[src/rtl/demux_16bit_1i_6o_reg_pkg.sv]
// Shared select encodings and destination count for the six-way write-back demux.
package demux_16bit_1i_6o_reg_pkg;

    localparam int NUM_DEST = 6;

    typedef enum logic [2:0] {
        SEL_A = 3'd0,
        SEL_B = 3'd1,
        SEL_C = 3'd2,
        SEL_D = 3'd3,
        SEL_E = 3'd4,
        SEL_F = 3'd5
    } sel_e;

    function automatic logic sel_legal(input logic [2:0] sel);
        return sel <= 3'(SEL_F);
    endfunction

endpackage

[src/rtl/demux_16bit_1i_6o_reg_fifo_2entry.sv]
// Two-entry request FIFO; the head is always visible on dout while not empty.
module fifo_2entry #(
    parameter int W = 19
) (
    input  logic         clk,
    input  logic         rst,
    input  logic         push,
    input  logic         pop,
    input  logic [W-1:0] din,
    output logic [W-1:0] dout,
    output logic [1:0]   count,
    output logic         full,
    output logic         empty
);

    logic [W-1:0] r_mem [2];
    logic         r_wr_ptr;
    logic         r_rd_ptr;
    logic [1:0]   r_count;
    logic         w_push_ok;
    logic         w_pop_ok;

    assign full      = (r_count == 2'd2);
    assign empty     = (r_count == 2'd0);
    assign count     = r_count;
    assign dout      = r_mem[r_rd_ptr];
    assign w_push_ok = push && !full;
    assign w_pop_ok  = pop && !empty;

    always_ff @(posedge clk or posedge rst) begin
        if (rst) begin
            r_wr_ptr <= 1'b0;
            r_rd_ptr <= 1'b0;
            r_count  <= 2'd0;
        end else begin
            if (w_push_ok) r_wr_ptr <= ~r_wr_ptr;
            if (w_pop_ok)  r_rd_ptr <= ~r_rd_ptr;
            case ({w_push_ok, w_pop_ok})
                2'b10:   r_count <= r_count + 2'd1;
                2'b01:   r_count <= r_count - 2'd1;
                default: r_count <= r_count;
            endcase
        end
    end

    // Storage needs no reset: an entry is only read after it has been written.
    always_ff @(posedge clk) begin
        if (w_push_ok) r_mem[r_wr_ptr] <= din;
    end

endmodule

[src/rtl/demux_16bit_1i_6o_reg.sv]
// Write-back demux: buffers {select,data} requests and drains them into six holding registers.
module demux_16bit_1i_6o_reg
    import demux_16bit_1i_6o_reg_pkg::*;
#(
    parameter int WIDTH = 16,
    parameter int DEPTH = 2
) (
    input  logic             clk,
    input  logic             rst,
    input  logic             in_valid,
    output logic             in_ready,
    input  logic [2:0]       s,
    input  logic [WIDTH-1:0] din,
    input  logic             stall,
    input  logic             err_clr,
    output logic [WIDTH-1:0] a,
    output logic [WIDTH-1:0] b,
    output logic [WIDTH-1:0] c,
    output logic [WIDTH-1:0] d,
    output logic [WIDTH-1:0] e,
    output logic [WIDTH-1:0] f,
    output logic [5:0]       ld,
    output logic             err,
    output logic [15:0]      wr_cnt
);

    logic [WIDTH+2:0] w_head;
    logic [2:0]       w_head_sel;
    logic [WIDTH-1:0] w_head_data;
    logic [1:0]       w_count;
    logic             w_full;
    logic             w_empty;
    logic             w_push;
    logic             w_pop;
    logic             w_legal;
    logic [5:0]       w_ld_next;

    logic [WIDTH-1:0] r_dest [NUM_DEST];
    logic [5:0]       r_ld;
    logic             r_err;
    logic [15:0]      r_wr_cnt;

    // Readiness looks at the registered count only, so a same-edge pop never frees a slot.
    assign in_ready    = !rst && (w_count < 2'(DEPTH));
    assign w_push      = in_valid && in_ready;
    assign w_pop       = !stall && !w_empty;
    assign w_head_sel  = w_head[WIDTH+2:WIDTH];
    assign w_head_data = w_head[WIDTH-1:0];
    assign w_legal     = sel_legal(w_head_sel);

    fifo_2entry #(
        .W(WIDTH + 3)
    ) u_fifo (
        .clk  (clk),
        .rst  (rst),
        .push (w_push),
        .pop  (w_pop),
        .din  ({s, din}),
        .dout (w_head),
        .count(w_count),
        .full (w_full),
        .empty(w_empty)
    );

    always_comb begin
        w_ld_next = 6'b0;
        if (w_pop && w_legal) w_ld_next[w_head_sel] = 1'b1;
    end

    always_ff @(posedge clk or posedge rst) begin
        if (rst) begin
            for (int i = 0; i < NUM_DEST; i++) r_dest[i] <= '0;
            r_ld     <= 6'b0;
            r_err    <= 1'b0;
            r_wr_cnt <= 16'd0;
        end else begin
            r_ld <= w_ld_next;
            for (int i = 0; i < NUM_DEST; i++) begin
                if (w_ld_next[i]) r_dest[i] <= w_head_data;
            end
            if (w_pop && w_legal) r_wr_cnt <= r_wr_cnt + 16'd1;
            // An illegal drain outranks a clear arriving on the same edge.
            if (w_pop && !w_legal) r_err <= 1'b1;
            else if (err_clr)      r_err <= 1'b0;
        end
    end

    assign a      = r_dest[SEL_A];
    assign b      = r_dest[SEL_B];
    assign c      = r_dest[SEL_C];
    assign d      = r_dest[SEL_D];
    assign e      = r_dest[SEL_E];
    assign f      = r_dest[SEL_F];
    assign ld     = r_ld;
    assign err    = r_err;
    assign wr_cnt = r_wr_cnt;

endmodule

[config.mk]
export PLATFORM = sky130hd
export DESIGN_NAME = demux_16bit_1i_6o_reg
export DESIGN_NICKNAME = d
export VERILOG_FILES = /design/src/rtl/demux_16bit_1i_6o_reg_pkg.sv /design/src/rtl/demux_16bit_1i_6o_reg_fifo_2entry.sv /design/src/rtl/demux_16bit_1i_6o_reg.sv
export SDC_FILE = /design/constraint.sdc
export NUM_CORES = 1
export LEC_CHECK = 0
export ABC_AREA = 1
export BUFFER_PORTS_ARGS = -buffer_cell sky130_fd_sc_hd__buf_2
export CORE_UTILIZATION = 54
export DETAILED_ROUTE_END_ITERATION = 10
export GPL_TIMING_DRIVEN = 0
export PLACE_DENSITY = 0.79
export SYNTH_ARGS = -nofsm -noshare
export SYNTH_HDL_FRONTEND = slang
export SYNTH_SLANG_ARGS = --single-unit
[constraint.sdc]
create_clock -name clk -period 4.3 [get_ports clk]
set_input_delay 0.43 -clock clk [delete_from_list [all_inputs] [get_ports clk]]
set_output_delay 0.43 -clock clk [all_outputs]
set_load 0.005 [all_outputs]
==> flow_summary.toml <==
[outcome]
status = "finished, final reports clean"

[yosys]
syn_nets = 704
synth_cell_types = 32
yosysWarnings = 0
synth_top_area_share_pct = 46.22
synthTopCellsByArea = "dfrtp_1, nand2_1, edfxtp_1, o21ai_0, buf_6"
synth_area_per_cell_um2 = 9.821
seq_area_frac_synth_pct = 63.36
synth_cells = 678
ys_seq_elements = 161
yosysTopAreaCell = "dfrtp_1"
syn_area_um2 = 6659

[final_layout]
final_cell_count_no_fill = 1004
layout_commonest_cell = "nand2_1"
final_cell_mix = "nand2_1, buf_2, dfrtp_1, o21ai_0, edfxtp_1"
layout-drive-gt1-share_pct = 26.55
finalNetCount = 868
areaGrowthSynthToFinish_pct = 23.04
fillCellCount = 932

[routing]
drt_iter0_markers = 467
first_pass_iters = 5
drc = 0
wl_met1_um = 6594
wl_per_cell_um = 16.14
met3WireLength_um = 1213
vias = 5321
ant_nets = 0
wl_um = 16200
highest_layer = "met5"
wl_met2_um = 8009
via_per_inst = 5.300

[job]
cap_violations = 0

[timing]
finalSetupViolCount = 0
worst_pin_slew_ns = 0.9547
fmax_mhz = 467.2
max-slew-margin-rel_pct = 36.28
slew_violations = 0
period_minus_slack_ns = 2.140
rsz0062_at_grt = "no"
hold_ws_ns = 0.1905
finClkSkew_ns = 0.008708
hold_viol = 0
post-route-period-util_pct = 49.77
fin_ws_ns = 2.160

[place]
dp_hpwl_um = 11370
pre_cts_slack_ns = 2.260
port_buffers = 143
place.gp.congestion = 0.8379
placed_cells = 969

[critical_path]
setup.worst_path.start = "rst"
crit_family = "simple AND/OR/NAND/NOR gates"
startpoint_type = "primary input"
cp.required_ns = 4.34
cp_slowest_cell = "nor2_2"
arrival_ns = 2.18
end_kind = "register"
path_cells = "dlygate4sd3_1 -> buf_2 -> nor2_1 -> nand2_1 -> nor2_2"
critPathMaxFanout = 19
worstSetupPathType = "in -> reg"
worst-path-buf-inv = 2
slowest_delay_ns = 0.76
reg2reg_from = "u_fifo.count[1]$_DFFE_PP0P_"

[clocking]
cts_tree = "built"
cts.repair.resized = 0
worst_skew_pair.late_latency_ns = 0.43
cts_buffer_depth = 2
cts_made_buffers = 17
clk_pin_slew_ns = 0.06
cts.sinks = 161
post_cts_buffers = 0
cts_max_level = 4
cts.root.buffer_cell = "clkbuf_16"

[floorplanning]
die-area_um2 = 12780
die_h_um = 113.0
fp.dieW_um = 113.0
start_util_pct = 55.44
design.core.area_um2 = 12010
rows = 40
ios = 144

[power_and_ir_drop]
power.leakage_nw = 4.240
ir_worst_vdd_mv = 0.3333
power_per_cell_area_nw_per_um2 = 702.6

[grt]
grt_pass1_wl_um = 25790
grt_max_degree = 93
antenna_found_initial = 1
grt_pass1_vias = 5095
overflow = 0
grt.total_usage_pct = 26.92

[hold_path]
min_path_type = "in -> reg"
min_from = "din[5]"
==> per-stage QoR <==
stage                     power (mW)  utilization [%]  setup TNS, ns  area, µm²
after floorplan                3.432                -              0       6659
after global placement         4.202            62.93         -71.05       7559
after detailed placement       4.310            63.24              0       7596
after CTS                      5.773            68.17              0       8188
after global routing           6.106            68.17              0       8188
final                          5.756            68.21              0       8193
==> Yosys cell counts (all sizes together) <==
cell type,n
a21oi,2
buf,19
clkbuf,8
dfrtp,123
edfxtp,38
ha,2
inv,24
nand2,319
nand3,10
nand3b,1
nand4,5
nor2,24
nor3,1
o21ai,90
o21bai,1
o22ai,1
xnor2,5
xor2,5
==> logic make-up (layout without fill, tap and decap cells) <==
kind of cell,Yosys count,in the layout,synth area share (%)
AOI/OAI and AO/OA,94,94,7.347
DFF,161,161,63.36
adders and majority gates,2,2,0.3757
xor gates and xnor gates,10,10,1.315
and+or+nand+nor,360,360,23.28
other,0,2,0
buffers and inverters,51,228,4.322
==> flip-flops by register name (all words and copies together) (netlist names) <==
register         flops
f                   16
e                   16
u_fifo.r_rd_ptr      1
u_fifo.r_mem        38
ld                   6
c                   16
u_fifo.r_wr_ptr      1
u_fifo.count         2
a                   16
d                   16
wr_cnt              16
b                   16
err                  1
==> worst register-to-register path, delay by kind of cell, from the launching register on <==
family	cells	cell delay (ns)
flip-flops	1	0.41
AND/OR/NAND/NOR	3	1.06
==> power breakdown <==
group          switching (mW)  internal (mW)
Combinational            1.23          0.696
Clock                   0.595          0.863
Sequential              0.290           2.08
Total                    2.12           3.64
==> routing by layer <==
metal  vias to the layer above  GRT usage, %
li1                       2521             -
met1                      2528         33.81
met2                       238         44.62
met3                        32         7.606
met4                         2         10.09
met5                         -             0
==> layout make-up <==
| type | count | area [µm²] | share of cell area, % |
|---|---|---|---|
| clock inverters | 12 | 102.6 | 1.252 |
| plain buffers | 27 | 187.7 | 2.291 |
| diodes | 2 | 5.005 | 0.06109 |
| well taps | 147 | 183.9 | 2.245 |
| inverters | 24 | 105.1 | 1.283 |
| clock buffers | 20 | 479.2 | 5.849 |
| flip-flops and latches | 161 | 4219 | 51.50 |
| repair buffers | 145 | 753.2 | 9.194 |
| multi-input cells | 466 | 2157 | 26.33 |
==> timing repair <==
item                       CTS  global route
setup endpoints to repair    0             0
hold endpoints to repair    31             0
hold buffers                 1             0
==> final timing paths <==
kind | end | slack [ns] | cells after the start
worst max-delay path | u_fifo.r_mem[0][12]$_DFFE_PP_ | 2.16 | 5
worst min-delay path | u_fifo.r_mem[0][5]$_DFFE_PP_ | 0.19 | 1
worst max register to register | u_fifo.r_mem[0][12]$_DFFE_PP_ | 2.44 | 3
worst min register to register | c[4]$_DFFE_PP0P_ | 0.48 | 2
max in group asynchronous | f[14]$_DFFE_PP0P_ | 3.03 | 4
min in group asynchronous | err$_DFFE_PP0P_ | 0.54 | 3
Note: power is estimated with default switching activity, not from simulation.
